--- src/rtl/mem_ctrl.sv ---
// Byte-serial controller sharing one 8-bit RAM port between instruction fetch and
// the load/store path; little-endian 1/2/4-byte accesses with load extension.
module mem_ctrl #(
  parameter int unsigned ADDR_W = 32,
  parameter int unsigned DATA_W = 32
) (
  input  logic              clk,
  input  logic              rst,
  input  logic              rdy,
  input  logic              if_req,
  input  logic [ADDR_W-1:0] if_addr,
  output logic              if_done,
  output logic [DATA_W-1:0] if_rdata,
  input  logic              ls_req,
  input  logic              ls_we,
  input  logic [2:0]        ls_funct3,
  input  logic [ADDR_W-1:0] ls_addr,
  input  logic [DATA_W-1:0] ls_wdata,
  output logic              ls_done,
  output logic [DATA_W-1:0] ls_rdata,
  output logic [ADDR_W-1:0] ram_a,
  output logic [7:0]        ram_dout,
  input  logic [7:0]        ram_din,
  output logic              ram_wr,
  output logic              busy
);

  localparam int unsigned CNT_W = 3;

  typedef enum logic [1:0] {S_IDLE, S_READ, S_WRITE, S_DONE} state_t;

  state_t            state_q;
  logic [CNT_W-1:0]  cnt_q;
  logic [CNT_W-1:0]  n_q;
  logic              is_if_q;
  logic [2:0]        f3_q;
  logic [ADDR_W-1:0] base_q;
  logic [DATA_W-1:0] wdata_q;
  logic [DATA_W-1:0] rbuf_q;
  logic [ADDR_W-1:0] ram_a_q;
  logic [7:0]        ram_dout_q;
  logic              wr_q;
  logic              if_done_q;
  logic              ls_done_q;
  logic [DATA_W-1:0] if_rdata_q;
  logic [DATA_W-1:0] ls_rdata_q;

  logic [CNT_W-1:0]  cnt_d;
  logic              more_d;
  logic [ADDR_W-1:0] addr_d;
  logic [1:0]        wr_idx_d;
  logic [1:0]        rd_idx_d;
  logic [7:0]        wbyte_d;
  logic [DATA_W-1:0] rbuf_d;

  function automatic logic [CNT_W-1:0] nbytes(input logic [2:0] f3);
    case (f3[1:0])
      2'b00:   return CNT_W'(1);
      2'b01:   return CNT_W'(2);
      default: return CNT_W'(4);
    endcase
  endfunction

  function automatic logic [DATA_W-1:0] extend(input logic [DATA_W-1:0] w, input logic [2:0] f3);
    case (f3)
      3'b000:  return {{(DATA_W-8){w[7]}}, w[7:0]};
      3'b001:  return {{(DATA_W-16){w[15]}}, w[15:0]};
      3'b100:  return {{(DATA_W-8){1'b0}}, w[7:0]};
      3'b101:  return {{(DATA_W-16){1'b0}}, w[15:0]};
      default: return w;
    endcase
  endfunction

  // Next byte address/data, and the read buffer with the byte arriving this cycle merged in
  always_comb begin
    cnt_d    = cnt_q + CNT_W'(1);
    more_d   = (cnt_d < n_q);
    addr_d   = base_q + ADDR_W'(cnt_d);
    wr_idx_d = cnt_d[1:0];
    wbyte_d  = wdata_q[{wr_idx_d, 3'b000} +: 8];
    rd_idx_d = 2'(cnt_q - CNT_W'(1));
    rbuf_d   = rbuf_q;
    rbuf_d[{rd_idx_d, 3'b000} +: 8] = ram_din;
  end

  always_ff @(posedge clk) begin
    if (rst) begin
      state_q    <= S_IDLE;
      cnt_q      <= '0;
      n_q        <= '0;
      is_if_q    <= 1'b0;
      f3_q       <= '0;
      base_q     <= '0;
      wdata_q    <= '0;
      rbuf_q     <= '0;
      ram_a_q    <= '0;
      ram_dout_q <= '0;
      wr_q       <= 1'b0;
      if_done_q  <= 1'b0;
      ls_done_q  <= 1'b0;
      if_rdata_q <= '0;
      ls_rdata_q <= '0;
    end else if (!rdy) begin
      // Pause: an interrupted transfer is rewound so it restarts from byte 0
      if (state_q == S_READ || state_q == S_WRITE) begin
        cnt_q   <= '0;
        ram_a_q <= base_q;
      end
      if (state_q == S_WRITE) ram_dout_q <= wdata_q[7:0];
    end else begin
      case (state_q)
        S_IDLE: begin
          if (ls_req) begin
            is_if_q <= 1'b0;
            base_q  <= ls_addr;
            ram_a_q <= ls_addr;
            f3_q    <= ls_funct3;
            n_q     <= nbytes(ls_funct3);
            wdata_q <= ls_wdata;
            cnt_q   <= '0;
            rbuf_q  <= '0;
            if (ls_we) begin
              state_q    <= S_WRITE;
              ram_dout_q <= ls_wdata[7:0];
              wr_q       <= 1'b1;
            end else begin
              state_q <= S_READ;
            end
          end else if (if_req) begin
            is_if_q <= 1'b1;
            base_q  <= if_addr;
            ram_a_q <= if_addr;
            f3_q    <= 3'b010;
            n_q     <= CNT_W'(4);
            cnt_q   <= '0;
            rbuf_q  <= '0;
            state_q <= S_READ;
          end
        end
        S_READ: begin
          // cnt_q counts addresses issued; byte cnt_q-1 arrives on ram_din now
          if (cnt_q != '0) rbuf_q <= rbuf_d;
          if (cnt_q == n_q) begin
            state_q <= S_DONE;
            if (is_if_q) begin
              if_rdata_q <= rbuf_d;
              if_done_q  <= 1'b1;
            end else begin
              ls_rdata_q <= extend(rbuf_d, f3_q);
              ls_done_q  <= 1'b1;
            end
          end else begin
            cnt_q <= cnt_d;
            if (more_d) ram_a_q <= addr_d;
          end
        end
        S_WRITE: begin
          if (more_d) begin
            cnt_q      <= cnt_d;
            ram_a_q    <= addr_d;
            ram_dout_q <= wbyte_d;
          end else begin
            wr_q      <= 1'b0;
            ls_done_q <= 1'b1;
            state_q   <= S_DONE;
          end
        end
        S_DONE: begin
          if_done_q <= 1'b0;
          ls_done_q <= 1'b0;
          state_q   <= S_IDLE;
        end
        default: state_q <= S_IDLE;
      endcase
    end
  end

  // Strobes are masked by rdy so a paused DONE or WRITE cycle has no effect
  assign ram_wr   = wr_q & rdy;
  assign if_done  = if_done_q & rdy;
  assign ls_done  = ls_done_q & rdy;
  assign if_rdata = if_rdata_q;
  assign ls_rdata = ls_rdata_q;
  assign ram_a    = ram_a_q;
  assign ram_dout = ram_dout_q;
  assign busy     = (state_q != S_IDLE);

endmodule
--- config.mk ---
export PLATFORM = sky130hd
export DESIGN_NAME = mem_ctrl
export DESIGN_NICKNAME = d
export VERILOG_FILES = /design/src/rtl/mem_ctrl.sv
export SDC_FILE = /design/constraint.sdc
export NUM_CORES = 1
export LEC_CHECK = 0
export ABC_CLOCK_PERIOD_IN_PS = 3200
export CORE_UTILIZATION = 40
export DETAILED_ROUTE_END_ITERATION = 8
export DONT_BUFFER_PORTS = 1
export GPL_ROUTABILITY_DRIVEN = 0
export PLACE_DENSITY = 0.62
export SLEW_MARGIN = 30
export SYNTH_ARGS = -nofsm -noshare
export SYNTH_HDL_FRONTEND = slang
export SYNTH_SLANG_ARGS = --single-unit
export TNS_END_PERCENT = 100
--- constraint.sdc ---
create_clock -name clk -period 3.2 [get_ports clk]
set_input_delay 0.8 -clock clk [delete_from_list [all_inputs] [get_ports clk]]
set_output_delay 0.8 -clock clk [all_outputs]
set_load 0.01 [all_outputs]
==> summary.md, run 1 <==
| Metric | Value |
|---|---|
| Tightest hold margin | `around 340 ps` |
| Later-pin clock latency in the skew report | `530 ps` |
| Average wire length per cell after detail routing | `~19 um` |
| Max Cap Viol | `0` |
| Arrival time of the worst setup path | `~3200 ps` |
| Count of flip-flops with a built-in enable after synthesis | `0` |
| Part of the cycle the worst path needs | `0.8823` |
| Number of instances resized during post-cts repair | `0` |
| Number of hold violations in the final report | `0` |
| Std cell rows | `just under 60` |
| Highest clock rate | `between 300 and 400 MHz` |
| Mapped Area | `approximately 10000 um^2` |
| Total leakage power | `roughly 4.1 nW` |
| Most used flip-flop cell after synthesis | `sky130_fd_sc_hd__dfxtp_1` |
| Height of the die | `approximately 160 um` |
| Count of pins on the block boundary | `approximately 220` |
| P&R area growth vs syn | `10.76%` |
| Clk pin slew, worst setup/hold paths | `~60 ps` |
| Top area cells in the synthesized netlist | `sky130_fd_sc_hd__dfxtp_1 (41%), sky130_fd_sc_hd__nor2_1 (8.2%), sky130_fd_sc_hd__a211oi_1 (5.7%)` |
| Largest area contributor in the synthesized netlist | `sky130_fd_sc_hd__dfxtp_1` |
| Portion of the post-synthesis area used by sequential elements | `0.4107` |
| Antenna-violating nets left | `0` |
| Capturing element type of the critical path | `flip-flop` |
| Worst flop-to-flop path startpoint | `cnt_q[1]` |
| Sink of the worst hold path | `ls_rdata[13]` |
| Syn Area/Cell | `between 8 and 9 um^2` |
| Starting DRC count in detailed routing | `approximately 820` |
| TritonCTS buffer count | `24` |
| Run status | `finished, final reports clean` |
| Via density per instance | `5.714` |
| Flop and latch count out of synthesis | `about 220` |
| Maximum root-to-sink buffer count | `3` |
| Count of antenna diodes in the layout | `0` |
| Actual transition at the worst max-transition pin | `about 950 ps` |
| RSZ-0062 raised after global routing | `false` |
| Type of element launching the critical path | `flip-flop` |
| DRT Pass-1 Iters | `5` |
| Final sum of negative setup slack | `0 ps` |
| Hold-fix buffer count after cts | `0` |
| Die width | `~160 um` |
| Synthesis warning total | `0` |
| Vias post-DR | `between 9000 and 10000` |
| Pwr per Cell Area | `about 600 nW/um^2` |
| Register-to-Register Path Depth | `10` |
| Post-CTS Setup Inserts | `0` |
| Maximum number of pins on one net before global-route repair | `between 200 and 250` |
| Worst ir drop on vdd | `about 0.52 mV` |
| Initial core utilization | `0.4114` |
| Crit Path Category | `flip-flop to flip-flop` |
| Required time of the critical path | `roughly 3600 ps` |
| H-tree depth | `1` |
| Share of the core filled with cells in the final layout | `0.4556` |
| Post-route DRC | `0` |
| TritonCTS clock tree | `done` |
| Share of final-layout standard cells stronger than drive strength 1 | `0.08934` |
| Cells after synthesis | `1304` |
| Filler cell count | `2536` |
| Overall routing resource usage | `0.2231` |
| Number of pins exceeding their max-slew limit in the final report | `0` |
| Worst Hold Launch | `rst` |
| Terminus of the critical flop-to-flop path | `ram_a[16]` |
| Final total power | `between 6 and 7 mW` |
| HPWL after detailed placement | `~21 mm` |
| Port-buffer cells | `0` |
| Clock skew | `roughly 11 ps` |
| Net count of the finished layout | `about 1400` |
| Post-synth top area share | `0.4107` |
| TritonCTS Sinks | `roughly 220` |
| Total routed wirelength | `around 31 mm` |
| Hold depth | `1` |
| Cell at the root of the clock tree | `sky130_fd_sc_hd__clkbuf_16` |
| Max-slew headroom at the worst pin | `0.3556` |
| Wire length of the first global-routing pass | `roughly 47 mm` |
| Synth unique cells | `77` |
| Core region area | `between 20000 and 30000 um^2` |
| Clock period minus worst slack | `~2800 ps` |
| Final setup viols | `0` |
| R2r setup slk | `380 ps` |
| DIE AREA | `about 27000 um^2` |
| Vias in the first global route | `between 8000 and 9000` |
| Total overflow reported by the global router | `0` |
| Worst-path fanout max | `12` |
| Hold Crit Class | `input pin to flip-flop` |
| Initial antenna violation count | `0` |
| Post-synth ARST share | `0` |
| Mapped Nets | `roughly 1400` |
-- layout make-up --
type / count / area (um^2) / area share
Multi-Input combinational cell: 931 / 5587 / 0.4814
Tap cell: 330 / 412.9 / 0.03558
Clock buffer: 31 / 666.9 / 0.05746
Inverter: 57 / 214.0 / 0.01843
Timing Repair Buffer: 32 / 277.8 / 0.02393
Clock inverter: 10 / 142.6 / 0.01229
Sequential cell: 215 / 4305 / 0.3710
-- cells in the final DEF, fill, tap and decap left out, drive strengths merged, types with 8 or more instances in the layout --
cell type  count
nor2b         11
a21oi         64
a22oi         35
mux2          12
nor2         229
nor4           9
and2          11
mux2i         43
buf           32
nand4         16
nand2        154
ha            15
o21ai         45
a211oi        81
nand3         20
and3           8
a311oi        12
dfxtp        215
clkbuf        31
inv           56
o2bb2ai        8
mux4           8
nor3          43
a31oi         16
-- registers in the layout, indices dropped and copies added (netlist names), 2 cells and up --
register,flops
f3_q,3
if_rdata,32
n_q,3
ls_rdata,32
ram_a,32
ram_dout,8
state_q,2
cnt_q,3
wdata_q,32
rbuf_q,32
base_q,32
-- cells by family after synthesis --
family | synth area share
buf+inv | 0.06006
flops | 0.4107
compound gates | 0.2084
mux | 0.07116
xor+xnor | 0.005851
fa+ha+maj | 0.01982
simple gates | 0.2240
-- stage by stage --
| stage | cells | worst slack, ps | cell area [um^2] |
|---|---|---|---|
| 6_report | 1606 | 376.6 | 11610 |
| 5_1_grt | 1606 | 104.7 | 11610 |
| 4_1_cts | 1606 | 95.81 | 11580 |
| 3_5_place_dp | 1565 | 133.2 | 10770 |
| 3_3_place_gp | 1565 | 228.3 | 10770 |
| 2_1_floorplan | 1304 | 31.47 | 10490 |
-- how the worst max path moves through the flow --
stage                   from        end  slack [ps]  cells after the start
finish              cnt_q[1]  ram_a[16]         380                     10
global route        cnt_q[1]  ram_a[28]         100                     10
CTS                 cnt_q[1]  ram_a[20]         100                     10
detailed placement  cnt_q[1]  ram_a[16]         130                     10
global placement    cnt_q[1]  ram_a[16]         230                     10
floorplan           cnt_q[0]  ram_a[20]          30                     12
-- where the power goes --
group	internal [mW]	switching (mW)
combinational	0.391	0.619
clock	1.71	1.12
sequential	2.88	0.265
total	4.98	2.01
-- metal layers --
metal / part of all wire / global-route usage / vias up
met5: 0 / 0 / -
met4: 0.017 / 0.05513 / 0
met3: 0.088 / 0.05682 / 40
met2: 0.44 / 0.3421 / 308
met1: 0.45 / 0.3106 / 4308
li1: - / - / 4520
-- worst max-delay path: stages (launching register included) --
cell	delay [ps]
sky130_fd_sc_hd__dfxtp_2	410
sky130_fd_sc_hd__inv_1	80
sky130_fd_sc_hd__ha_2	450
sky130_fd_sc_hd__inv_1	90
sky130_fd_sc_hd__fa_1	430
sky130_fd_sc_hd__nor2b_1	200
sky130_fd_sc_hd__o2111ai_1	140
sky130_fd_sc_hd__buf_4	220
sky130_fd_sc_hd__nor4_2	370
sky130_fd_sc_hd__mux2i_1	230
sky130_fd_sc_hd__a211oi_1	80
-- synth_stat cells (12+ instances only) --
| cell | n |
|---|---|
| sky130_fd_sc_hd__nor2_1 | 229 |
| sky130_fd_sc_hd__dfxtp_1 | 215 |
| sky130_fd_sc_hd__nand2_1 | 154 |
| sky130_fd_sc_hd__a211oi_1 | 80 |
| sky130_fd_sc_hd__clkbuf_1 | 74 |
| sky130_fd_sc_hd__a21oi_1 | 64 |
| sky130_fd_sc_hd__inv_1 | 56 |
| sky130_fd_sc_hd__o21ai_0 | 45 |
| sky130_fd_sc_hd__mux2i_1 | 43 |
| sky130_fd_sc_hd__nor3_1 | 41 |
| sky130_fd_sc_hd__a22oi_1 | 35 |
| sky130_fd_sc_hd__nand3_1 | 20 |
| sky130_fd_sc_hd__buf_2 | 18 |
| sky130_fd_sc_hd__a31oi_1 | 16 |
| sky130_fd_sc_hd__ha_1 | 15 |
| sky130_fd_sc_hd__nand4_1 | 15 |
| sky130_fd_sc_hd__a311oi_1 | 12 |
| sky130_fd_sc_hd__mux2_2 | 12 |
(Power assumes the default switching activity.)
==> inputs of run 2 (changes only) <==
- PLACE_DENSITY: 0.62 -> 0.56
==> run 2 against run 1 <==
  * First-iteration DRC count down 7.6%
  * Worst setup slack worse by 160 ps
  * Largest cell class unchanged
  * Via count down 0.33%
  * Non-clock buffer count up 2
  * Power up 1.6%
  * Critical path type unchanged
  * Highest routed layer unchanged
==> summary.md, run 2 (same netlist as run 1, synthesis figures left out) <==
| Metric | Value |
|---|---|
| Filler cell count | `2565 (was 2536)` |
| Tightest hold margin | `351.4 ps (was 342.1 ps)` |
| Type of element launching the critical path | `flip-flop (unchanged)` |
| Count of antenna diodes in the layout | `0 (unchanged)` |
| Initial core utilization | `0.4114 (unchanged)` |
| Post-route DRC | `0 (unchanged)` |
| Wire length of the first global-routing pass | `48.30 mm (was 47.11 mm)` |
| Final setup viols | `0 (unchanged)` |
| Actual transition at the worst max-transition pin | `1024 ps (was 954.5 ps)` |
| Post-CTS Setup Inserts | `0 (unchanged)` |
| Port-buffer cells | `0 (unchanged)` |
| Crit Path Category | `flip-flop to flip-flop (unchanged)` |
| Std cell rows | `58 (unchanged)` |
| Initial antenna violation count | `0 (unchanged)` |
| Worst ir drop on vdd | `0.4271 mV (was 0.5190 mV)` |
| Highest clock rate | `335.0 MHz (was 354.2 MHz)` |
| Pwr per Cell Area | `611.8 nW/um^2 (was 602.0 nW/um^2)` |
| Final total power | `7.095 mW (was 6.986 mW)` |
| HPWL after detailed placement | `21.00 mm (was 20.80 mm)` |
| Clock period minus worst slack | `2985 ps (was 2823 ps)` |
| RSZ-0062 raised after global routing | `false (unchanged)` |
| Number of hold violations in the final report | `0 (unchanged)` |
| TritonCTS clock tree | `done (unchanged)` |
| Count of pins on the block boundary | `221 (unchanged)` |
| Number of instances resized during post-cts repair | `0 (unchanged)` |
| Net count of the finished layout | `1393 (was 1390)` |
| Final design instance area without fill | `11600 um^2 (was 11610 um^2)` |
| Total overflow reported by the global router | `0 (unchanged)` |
| Cell at the root of the clock tree | `sky130_fd_sc_hd__clkbuf_16 (unchanged)` |
| Part of the cycle the worst path needs | `0.9327 (was 0.8823)` |
| Starting DRC count in detailed routing | `759 (was 821)` |
| Hold Crit Class | `input pin to flip-flop (unchanged)` |
| Arrival time of the worst setup path | `3410 ps (was 3220 ps)` |
| Capturing element type of the critical path | `flip-flop (unchanged)` |
| Maximum number of pins on one net before global-route repair | `201 (unchanged)` |
| Die width | `163.9 um (unchanged)` |
| Via density per instance | `5.677 (was 5.714)` |
| Maximum root-to-sink buffer count | `3 (unchanged)` |
| DIE AREA | `26850 um^2 (unchanged)` |
| Top library cells by usage in the layout, fill and taps aside | `sky130_fd_sc_hd__nor2_1 (227), sky130_fd_sc_hd__dfxtp_1 (215), sky130_fd_sc_hd__nand2_1 (154), sky130_fd_sc_hd__a211oi_1 (80), sky130_fd_sc_hd__a21oi_1 (64) (was sky130_fd_sc_hd__nor2_1 (227), sky130_fd_sc_hd__dfxtp_1 (214), sky130_fd_sc_hd__nand2_1 (154), sky130_fd_sc_hd__a211oi_1 (80), sky130_fd_sc_hd__a21oi_1 (64))` |
| Later-pin clock latency in the skew report | `530 ps (about the same)` |
| Overall routing resource usage | `0.2281 (was 0.2231)` |
| TritonCTS buffer count | `25 (was 24)` |
| Clk pin slew, worst setup/hold paths | `60 ps (about the same)` |
| Vias post-DR | `9146 (was 9176)` |
| Max-slew headroom at the worst pin | `0.3173 (was 0.3556)` |
| DRT Pass-1 Iters | `5 (unchanged)` |
| Hold-fix buffer count after cts | `0 (unchanged)` |
| Core region area | `25470 um^2 (unchanged)` |
| Vias in the first global route | `8247 (was 8345)` |
| Clock skew | `16.91 ps (was 10.84 ps)` |
| Run status | `finished, final reports clean (unchanged)` |
| Max Cap Viol | `0 (unchanged)` |
| Share of final-layout standard cells stronger than drive strength 1 | `0.08587 (was 0.08934)` |
| Number of pins exceeding their max-slew limit in the final report | `0 (unchanged)` |
| Number of placed instances, taps included | `1567 (was 1565)` |
| Commonest non-fill, non-tap cell in the layout | `sky130_fd_sc_hd__nor2_1 (unchanged)` |
| Antenna-violating nets left | `0 (unchanged)` |
| Height of the die | `163.9 um (unchanged)` |
| Total leakage power | `4.105 nW (was 4.085 nW)` |
| Instance area at placement | `10760 um^2 (was 10770 um^2)` |
| Total routed wirelength | `31.23 mm (was 30.72 mm)` |
| Average wire length per cell after detail routing | `19.39 um (was 19.13 um)` |
| H-tree depth | `1 (unchanged)` |
| Required time of the critical path | `3620 ps (was 3600 ps)` |
| Filler-free cell count of the finished design | `1611 (was 1606)` |
| TritonCTS Sinks | `215 (unchanged)` |
| Final sum of negative setup slack | `0 ps (unchanged)` |
| P&R area growth vs syn | `10.69% (was 10.76%)` |
| Worst-path fanout max | `6 (was 12)` |
==> run 2: cell types whose count changed in the layout (fill, tap and decap cells not counted), moves of 2 or more <==
cell                       before  now
sky130_fd_sc_hd__nor4_2         3    0
sky130_fd_sc_hd__buf_4         29   33
sky130_fd_sc_hd__buf_12         3    1
sky130_fd_sc_hd__inv_6          0    3
sky130_fd_sc_hd__clkinv_2       4    2
sky130_fd_sc_hd__nor4_1         5    8
sky130_fd_sc_hd__clkbuf_1       3    6
==> run 2: area by class of cell <==
type,count,area [um^2],share of cell area
Sequential cell,215,4304,0.3711
Clock buffer,36,716.9,0.06181
Inverter,57,214.0,0.01845
Clock inverter,8,126.4,0.01090
Timing Repair Buffer,34,267.8,0.02309
Tap cell,330,412.9,0.03560
Multi-Input combinational cell,931,5557,0.4791
==> run 2: path summary, 6_finish.rpt <==
path / from / end / slack [ps] / cells past startpoint
worst min-delay path: rst / ls_rdata[15] / 350 / 1
worst min register to register: wdata_q[30] / wdata_q[30] / 450 / 2
worst max-delay path: cnt_q[1] / ram_a[31] / 220 / 9
worst max register to register: cnt_q[1] / ram_a[31] / 220 / 9
==> run 2: critical path: stages (launching register included) <==
cell and delay (ps):
sky130_fd_sc_hd__dfxtp_1 380, sky130_fd_sc_hd__buf_4 160, sky130_fd_sc_hd__ha_1 150, sky130_fd_sc_hd__xor2_1 270, sky130_fd_sc_hd__ha_1 330, sky130_fd_sc_hd__o211ai_2 170, sky130_fd_sc_hd__or4_1 700, sky130_fd_sc_hd__nor4_1 370
sky130_fd_sc_hd__xor2_1 110, sky130_fd_sc_hd__o211a_1 240
==> run 2: power by group <==
part           leakage, nW  internal [mW]  switching, mW
registers             1.75           2.88          0.258
logic                 1.94          0.384          0.627
clock network        0.415           1.80           1.15
==> run 2: through the flow <==
| step | utilization | setup WS, ps |
|---|---|---|
| global placement | 0.4222 | 280.3 |
| finish | 0.4553 | 215.3 |
| global route | 0.4553 | 20.78 |
| floorplan | - | 31.47 |
| detailed placement | 0.4222 | 218.2 |
| CTS | 0.4553 | 200.4 |
==> run 2: layer usage <==
metal  vias to the layer above  share of wire  global-route usage  routed length, um
met5                         -              0                   0                  0
met4                         0          0.016             0.04461                498
met3                        40          0.075             0.04924               2354
met2                       269           0.43              0.3465              13410
met1                      4302           0.48              0.3302              14970
li1                       4535              -                   -                  -
